`src/rtl/pipelined_addsub.sv`:
```
// rtl/pipelined_addsub.sv - pipelined adder/subtractor with valid/ready, flags and optional saturation
// Carry chain split into STAGES ripple segments; operands ride along so later stages can finish the sum.
module pipelined_addsub #(
  parameter int WIDTH  = 32,
  parameter int STAGES = 2,
  parameter int SAT_EN = 0
) (
  input  logic             clk,
  input  logic             rst_n,
  input  logic             in_valid,
  output logic             in_ready,
  input  logic [WIDTH-1:0] a,
  input  logic [WIDTH-1:0] b,
  input  logic             sub,
  input  logic             signed_op,
  output logic             out_valid,
  input  logic             out_ready,
  output logic [WIDTH-1:0] result,
  output logic             carry,
  output logic             overflow,
  output logic             zero
);

  localparam int SEG  = WIDTH / STAGES;
  localparam int LAST = STAGES - 1;

  logic [WIDTH-1:0] p_a [STAGES];
  logic [WIDTH-1:0] p_b [STAGES];
  logic [WIDTH-1:0] p_sum [STAGES];
  logic             p_c [STAGES];
  logic             p_v [STAGES];
  logic             p_sub [STAGES];
  logic             p_sgn [STAGES];

  logic [WIDTH-1:0] n_a [STAGES];
  logic [WIDTH-1:0] n_b [STAGES];
  logic [WIDTH-1:0] n_sum [STAGES];
  logic             n_c [STAGES];
  logic             n_v [STAGES];
  logic             n_sub [STAGES];
  logic             n_sgn [STAGES];

  logic [WIDTH-1:0] src_a, src_b, src_sum;
  logic             src_c, src_v, src_sub, src_sgn;
  logic [SEG:0]     seg_sum;
  logic             adv;

  assign out_valid = p_v[LAST];
  assign adv       = !out_valid || out_ready;
  assign in_ready  = adv;

  // Stage k adds segment k; stage 0 takes the raw operands, B pre-inverted for subtract.
  always_comb begin
    src_a   = '0;
    src_b   = '0;
    src_sum = '0;
    src_c   = 1'b0;
    src_v   = 1'b0;
    src_sub = 1'b0;
    src_sgn = 1'b0;
    seg_sum = '0;
    for (int k = 0; k < STAGES; k++) begin
      if (k == 0) begin
        src_a   = a;
        src_b   = sub ? ~b : b;
        src_sum = '0;
        src_c   = sub;
        src_v   = in_valid;
        src_sub = sub;
        src_sgn = signed_op;
      end else begin
        src_a   = p_a[(k == 0) ? 0 : k - 1];
        src_b   = p_b[(k == 0) ? 0 : k - 1];
        src_sum = p_sum[(k == 0) ? 0 : k - 1];
        src_c   = p_c[(k == 0) ? 0 : k - 1];
        src_v   = p_v[(k == 0) ? 0 : k - 1];
        src_sub = p_sub[(k == 0) ? 0 : k - 1];
        src_sgn = p_sgn[(k == 0) ? 0 : k - 1];
      end
      seg_sum = {1'b0, src_a[k*SEG +: SEG]} + {1'b0, src_b[k*SEG +: SEG]} + {{SEG{1'b0}}, src_c};
      n_a[k]   = src_a;
      n_b[k]   = src_b;
      n_sum[k] = src_sum;
      n_sum[k][k*SEG +: SEG] = seg_sum[SEG-1:0];
      n_c[k]   = seg_sum[SEG];
      n_v[k]   = src_v;
      n_sub[k] = src_sub;
      n_sgn[k] = src_sgn;
    end
  end

  always_ff @(posedge clk or negedge rst_n) begin
    if (!rst_n) begin
      for (int k = 0; k < STAGES; k++) begin
        p_a[k]   <= '0;
        p_b[k]   <= '0;
        p_sum[k] <= '0;
        p_c[k]   <= 1'b0;
        p_v[k]   <= 1'b0;
        p_sub[k] <= 1'b0;
        p_sgn[k] <= 1'b0;
      end
    end else if (adv) begin
      for (int k = 0; k < STAGES; k++) begin
        p_a[k]   <= n_a[k];
        p_b[k]   <= n_b[k];
        p_sum[k] <= n_sum[k];
        p_c[k]   <= n_c[k];
        p_v[k]   <= n_v[k];
        p_sub[k] <= n_sub[k];
        p_sgn[k] <= n_sgn[k];
      end
    end
  end

  logic s_ovf, u_ovf;

  // p_b already holds ~B for subtract, so the signed test is the same for add and sub.
  always_comb begin
    s_ovf    = (p_a[LAST][WIDTH-1] == p_b[LAST][WIDTH-1]) &&
               (p_sum[LAST][WIDTH-1] != p_a[LAST][WIDTH-1]);
    u_ovf    = p_sub[LAST] ? !p_c[LAST] : p_c[LAST];
    overflow = p_sgn[LAST] ? s_ovf : u_ovf;
    carry    = p_c[LAST];
    result   = p_sum[LAST];
    if (SAT_EN != 0 && overflow) begin
      if (p_sgn[LAST])
        result = p_a[LAST][WIDTH-1] ? {1'b1, {(WIDTH-1){1'b0}}} : {1'b0, {(WIDTH-1){1'b1}}};
      else
        result = p_sub[LAST] ? '0 : '1;
    end
    zero = out_valid && (result == '0);
  end

endmodule

```
`config.mk`:
```
export PLATFORM = sky130hd
export DESIGN_NAME = pipelined_addsub
export DESIGN_NICKNAME = d
export VERILOG_FILES = /design/src/rtl/pipelined_addsub.sv
export SDC_FILE = /design/constraint.sdc
export NUM_CORES = 1
export LEC_CHECK = 0
export ABC_AREA = 1
export BUFFER_PORTS_ARGS = -buffer_cell sky130_fd_sc_hd__clkbuf_2
export CAP_MARGIN = 20
export CORE_UTILIZATION = 40
export DETAILED_ROUTE_END_ITERATION = 10
export GPL_TIMING_DRIVEN = 0
export PLACE_DENSITY = 0.61
export SLEW_MARGIN = 20
export SYNTH_ARGS = -nofsm -noshare
export SYNTH_HDL_FRONTEND = slang
export SYNTH_SLANG_ARGS = --single-unit
```
`constraint.sdc`:
```
create_clock -name clk -period 1.8 [get_ports clk]
set_clock_uncertainty 0.05 [all_clocks]
set_input_delay 0.27 -clock clk [delete_from_list [all_inputs] [get_ports clk]]
set_output_delay 0.27 -clock clk [all_outputs]
set_load 0.02 [all_outputs]
```
==> results.sh, run 1 <==
export IMPL_status="finished with violations"
export IMPL_violations="setup timing"
export IMPL_end_kind="flip-flop"
export IMPL_clockRootBuffer="clkbuf_16"
export IMPL_crit_type="flip-flop to flip-flop"
export IMPL_track_usage_pct=22.3
export IMPL_finalSetupViolCount=8
export IMPL_mostFrequentLayoutCells="nand2_1, clkbuf_2, dfrtp_1"
export IMPL_coreArea_um2=13200
export IMPL_critPathMaxStageDelay_ps=420
export IMPL_fin_nets=936
export IMPL_rows=42
export IMPL_place_congestion=0.863
export IMPL_dr_total_vias=5033
export IMPL_clkTransAtPathRegs_ps=70
export IMPL_drt_iter0_markers=299
export IMPL_hold_path_class="primary input to flip-flop"
export IMPL_synth_seq_area_share_pct=41.5
export IMPL_hold_violations=0
export IMPL_drtAntennaViolNets=0
export IMPL_use_met2_pct=33.2
export IMPL_maxSlewHeadroom_pct=52.6
export IMPL_crit_path_cell_trace="fa_2, fa_2, nand2_2, o21ai_4, nand2_2, nand2_4, nand2_4, nand3_2, nand3_2, nand2_1"
export IMPL_setup_ws_ps=-192
export IMPL_hold_depth=3
export IMPL_grt_pass1_vias=4808
export IMPL_dp_hpwl_mm=11.4
export IMPL_dieArea_um2=14000
export IMPL_pre_cts_slack_ps=-258
export IMPL_synthCells=710
export IMPL_synth_seq_cells=90
export IMPL_power_density_nw_per_um2=1210
export IMPL_yosysWarnings=0
export IMPL_leakage_nw=3.57
export IMPL_grt_pass1_wl_mm=24.1
export IMPL_rsz0062_at_grt="yes"
export IMPL_avgSynthCellArea_um2=7.65
export IMPL_wire_per_inst_um=14.7
export IMPL_busiest_layer="met2"
export IMPL_wirelength_mm=14.9
export IMPL_clkSinkCount=90
export IMPL_ff2ff_path_depth=10
export IMPL_syn_num_nets=813
export IMPL_htreeDepth=3
export IMPL_io_pins=107
export IMPL_dp_cells=991
export IMPL_grt_overflow_total=0
export IMPL_initial_core_util_pct=41.0
export IMPL_critPathMaxFanout=4
export IMPL_synth_cell_type_count=36
export IMPL_crit_required_ps=2000
export IMPL_ir_drop_mv=0.728
export IMPL_cp_start_kind="flip-flop"
export IMPL_clock_latency_ps=350
export IMPL_io_buffer_count=105
export IMPL_tightest_slew_ps=711
export IMPL_clockBufferDepth=2
export IMPL_grt_util_met3_pct=5.02
export IMPL_avgViaCountPerCell=4.96
export IMPL_synth_area_um2=5430
export IMPL_max_cap_violations=0
export IMPL_drc=0
export IMPL_maxSlewViolCount=0
export IMPL_fin_setup_tns_ps=-1010
export IMPL_period_share_pct=111
export IMPL_holdWs_ps=55.7
export IMPL_dieHeight_um=119
export IMPL_dr_pass1_iters=5
export IMPL_worstPathArrival_ps=2190
export IMPL_drive_above_1_share_pct=25.2
export IMPL_fp_dieW_um=119
export IMPL_layout_cells_non_filler=1014
export IMPL_slowest_stage="fa_2"
export IMPL_grt_max_degree=91
export IMPL_fmax_mhz=502
export IMPL_area_delta_synth_final_pct=25.9
export IMPL_numCtsBuffers=9
export IMPL_cts_tree="yes"
export IMPL_antenna_found_initial=0
export IMPL_finalCriticalPeriod_ps=1990
export IMPL_n_antenna_cell=0
export IMPL_final_common_cell="nand2_1"
export IMPL_met1_usage_pct=32.7
## cell type report
cell class	instances	area, um^2
Tap cell	176	220
Fill cell	1324	6400
Sequential cell	90	2250
Inverter	69	262
Buffer	22	154
Clock buffer	9	225
Timing Repair Buffer	113	599
Clock inverter	7	76.3
Multi-Input combinational cell	528	3050
## kinds of logic after synthesis
logic type	after synthesis	synth area share (%)
buf+inv	92	7.00
flops	90	41.5
fa+ha+maj	33	8.02
compound gates	97	9.47
xor+xnor	43	6.94
simple gates	355	27.1
## routing by layer
metal	wire, um	up-vias
met1	7460	2380
met4	173	0
met5	0	-
met3	691	10
met2	6550	131
li1	-	2512
## what timing repair did
| item | 4_1_cts | 5_1_grt |
|---|---|---|
| hold endpoints to repair | 90 | 0 |
| endpoints found under the setup margin | 10 | 17 |
| gates resized for setup | 19 | 28 |
| hold buffers | 1 | 0 |
| pin swaps | 7 | 13 |
| buffers inserted | 3 | 4 |
## worst max-delay path: cells and delay by family, from the launching register on
kind,cells,cell delay [ps]
fa+ha+maj,2,780
flops,1,400
simple gates,7,590
compound gates,1,80
## worst paths after layout
check                        endpoint  slack, ps  startpoint
min reg2reg                 out_valid        410       src_v
min in group asynchronous  result[25]        490       rst_n
max reg2reg                result[30]       -190   src_b[16]
max                        result[30]       -190   src_b[16]
min                         src_a[19]         60       a[19]
max in group asynchronous  result[31]        700       rst_n
## registers in the layout, indices dropped and copies added (netlist names)
register / count
carry: 1
out_valid: 1
p_a: 1
p_b: 1
p_sgn: 1
p_sub: 1
result: 32
src_a: 16
src_b: 16
src_c: 1
src_sgn: 1
src_sub: 1
src_sum: 16
src_v: 1
## metrics by stage
stage,instance area (um^2),utilization (%),power (mW)
5_1_grt,6840,51.6,8.81
3_5_place_dp,6270,47.3,6.05
4_1_cts,6680,50.5,8.12
3_3_place_gp,6260,47.3,5.99
2_1_floorplan,5510,-,4.98
6_report,6840,51.6,8.24
## report_power, final
part	leakage (nW)	switching [mW]	internal, mW	total [mW]
clock	0.142	0.838	1.09	1.92
combinational	2.35	2.06	1.25	3.31
sequential	1.08	0.454	2.56	3.01
## Yosys cell counts
cell | n | share of area [%]
nand3_1 | 36 | 3.3
ha_1 | 30 | 6.9
clkbuf_1 | 5 | 0.35
nor2_4 | 1 | 0.21
buf_2 | 13 | 1.2
nor3_2 | 1 | 0.18
or3_1 | 1 | 0.12
buf_6 | 1 | 0.21
inv_1 | 65 | 4.5
nor4_1 | 1 | 0.12
o21a_1 | 2 | 0.28
a21oi_1 | 29 | 2.7
a21oi_2 | 2 | 0.32
o31ai_1 | 1 | 0.14
nor3_1 | 8 | 0.74
nand3b_1 | 4 | 0.55
o21ai_1 | 5 | 0.46
o21ai_0 | 53 | 4.9
buf_4 | 3 | 0.41
or2_1 | 1 | 0.12
dfrtp_1 | 90 | 41
o21bai_1 | 1 | 0.14
xor2_1 | 16 | 2.6
o21ai_2 | 2 | 0.32
nor2_1 | 28 | 1.9
inv_2 | 4 | 0.28
nand2_2 | 10 | 1.2
nand4_1 | 7 | 0.81
nand2_1 | 255 | 18
nor2_2 | 1 | 0.12
and2_1 | 1 | 0.12
buf_1 | 1 | 0.069
fa_1 | 3 | 1.1
o22ai_1 | 1 | 0.12
a21o_1 | 1 | 0.14
xnor2_1 | 27 | 4.4
No activity file was read; power rests on OpenSTA's default activity.
==> inputs of run 2 (changes only) <==
--- a/config.mk
+++ b/config.mk
@@ -8,9 +8,11 @@
 export ABC_AREA = 1
 export BUFFER_PORTS_ARGS = -buffer_cell sky130_fd_sc_hd__clkbuf_2
 export CAP_MARGIN = 20
+export CORE_MARGIN = 2
 export CORE_UTILIZATION = 40
 export DETAILED_ROUTE_END_ITERATION = 10
 export GPL_TIMING_DRIVEN = 0
+export MAX_ROUTING_LAYER = met4
 export PLACE_DENSITY = 0.61
 export SLEW_MARGIN = 20
 export SYNTH_ARGS = -nofsm -noshare
==> results.sh, run 2 (synthesis gave the netlist of run 1 again) <==
export IMPL_mostFrequentLayoutCells="nand2_1, clkbuf_2, dfrtp_1"
export IMPL_status="finished with violations"
export IMPL_wirelength_mm=15.2
export IMPL_rows=42
export IMPL_dieArea_um2=14500
export IMPL_clockBufferDepth=2
export IMPL_violations="setup timing"
export IMPL_antenna_found_initial=0
export IMPL_drive_above_1_share_pct=26.5
export IMPL_critPathMaxFanout=3
export IMPL_initial_core_util_pct=41.0
export IMPL_power_density_nw_per_um2=1180
export IMPL_cts_tree="yes"
export IMPL_clock_latency_ps=350
export IMPL_setup_ws_ps=-223
export IMPL_largest_reg_flops=32
export IMPL_htreeDepth=3
export IMPL_fin_setup_tns_ps=-1110
export IMPL_final_area_um2=6910
export IMPL_final_common_cell="nand2_1"
export IMPL_crit_type="flip-flop to output port"
export IMPL_dr_pass1_iters=5
export IMPL_drt_iter0_markers=393
export IMPL_cp_start_kind="flip-flop"
export IMPL_dieHeight_um=121
export IMPL_worstPathArrival_ps=1700
export IMPL_max_cap_violations=0
export IMPL_power_mw=8.17
export IMPL_min_from="a[22]"
export IMPL_r2r_setup_slack_ps=-200
export IMPL_fp_dieW_um=121
export IMPL_rsz0062_at_grt="yes"
export IMPL_maxSlewHeadroom_pct=51.3
export IMPL_numCtsBuffers=9
export IMPL_tightest_slew_ps=730
export IMPL_period_share_pct=112
export IMPL_r2r_end="result[30]"
export IMPL_finalCriticalPeriod_ps=2020
export IMPL_clockRootBuffer="clkbuf_16"
export IMPL_drtAntennaViolNets=0
export IMPL_io_buffer_count=105
export IMPL_drc=0
export IMPL_end_kind="output port"
export IMPL_ff2ff_path_depth=10
export IMPL_dp_hpwl_mm=11.7
export IMPL_fin_nets=940
export IMPL_fillers=1353
export IMPL_hold_path_class="primary input to flip-flop"
export IMPL_ir_drop_mv=0.524
export IMPL_grt_max_degree=91
export IMPL_wire_per_inst_um=14.9
export IMPL_r2r_start="src_b[16]"
export IMPL_avgViaCountPerCell=4.92
export IMPL_dr_total_vias=5012
export IMPL_clkSinkCount=90
export IMPL_crit_required_ps=1480
export IMPL_clkTransAtPathRegs_ps=60
export IMPL_hold_depth=3
export IMPL_dpl_instance_area_um2=6270
export IMPL_grt_pass1_vias=4822
export IMPL_grt_pass1_wl_mm=24.6
export IMPL_finalSetupViolCount=8
export IMPL_pre_cts_slack_ps=-272
export IMPL_leakage_nw=3.56
export IMPL_coreArea_um2=13200
export IMPL_track_usage_pct=22.5
export IMPL_io_pins=107
export IMPL_place_congestion=0.909
export IMPL_n_antenna_cell=0
export IMPL_grt_overflow_total=0
export IMPL_min_to="src_a[22]"
export IMPL_hold_violations=0
export IMPL_maxSlewViolCount=0
export IMPL_area_delta_synth_final_pct=27.2
export IMPL_fmax_mhz=494
run 2: cell count changes in the layout (fill, tap and decap cells not counted), moves of 3 or more:
cell     delta
nand3_2     -3
nor2_1      -4
nand2_2     -4
ha_4        +4
buf_4       +4
nand3_1     +3
nor3_1      -3
nor2_2      +4
nor3_2      +3
ha_1        -5
run 2: layout make-up:
| type | instances | area, um^2 | area share, % |
|---|---|---|---|
| multi-input cells | 528 | 3120 | 45.1 |
| repair buffers | 117 | 633 | 9.16 |
| flip-flops and latches | 90 | 2260 | 32.7 |
| plain buffers | 22 | 150 | 2.17 |
| clock inverters | 6 | 42.5 | 0.616 |
| inverters | 69 | 262 | 3.78 |
| clock buffers | 10 | 229 | 3.31 |
| well taps | 176 | 220 | 3.19 |
run 2: worst max path at each step:
stage          startpoint          end  slack (ps)  cells past startpoint
2_1_floorplan         sub  src_sum[10]         -50                     14
3_3_place_gp        rst_n   result[11]        -620                      1
3_5_place_dp          sub  src_sum[15]        -270                     12
4_1_cts        result[19]         zero        -300                      6
5_1_grt        result[19]         zero        -340                      6
6_report        result[7]         zero        -220                      6
run 2: what timing repair did:
| item | in CTS | in global routing |
|---|---|---|
| hold buffers | 1 | 0 |
| setup endpoints to repair | 9 | 21 |
| pin swaps | 6 | 12 |
| gates resized for setup | 16 | 49 |
| buffers inserted | 2 | 9 |
| endpoints found under the hold margin | 90 | 0 |
run 2: report_power, final:
part | switching (mW) | internal [mW]
clock network | 0.813 | 0.938
logic | 2.07 | 1.31
registers | 0.476 | 2.56
total | 3.36 | 4.81
run 2: routing by layer:
| metal | global-route usage (%) | routed length, um | vias to the layer above |
|---|---|---|---|
| met1 | 33.4 | 7640 | 2343 |
| met4 | 5.74 | 195 | 0 |
| met2 | 31.9 | 6530 | 140 |
| li1 | - | - | 2519 |
| met5 | - | 0 | - |
| met3 | 3.96 | 797 | 10 |
run 2: critical path, cell delays in order, from the launching register on:
cell     delay [ps]
dfrtp_1         420
nor2_2          150
nand3_1         100
nor2_2          130
nand4_1         170
nor3_2          210
buf_4           160
run 2: per-stage QoR:
| stage | hold WS (ps) | instances | util, % |
|---|---|---|---|
| 2_1_floorplan | -75.6 | 710 | - |
| 3_3_place_gp | 382 | 991 | 47.3 |
| 3_5_place_dp | 336 | 991 | 47.3 |
| 4_1_cts | 55.9 | 1009 | 50.0 |
| 5_1_grt | 67.3 | 1018 | 52.2 |
| 6_report | 67.4 | 1018 | 52.2 |
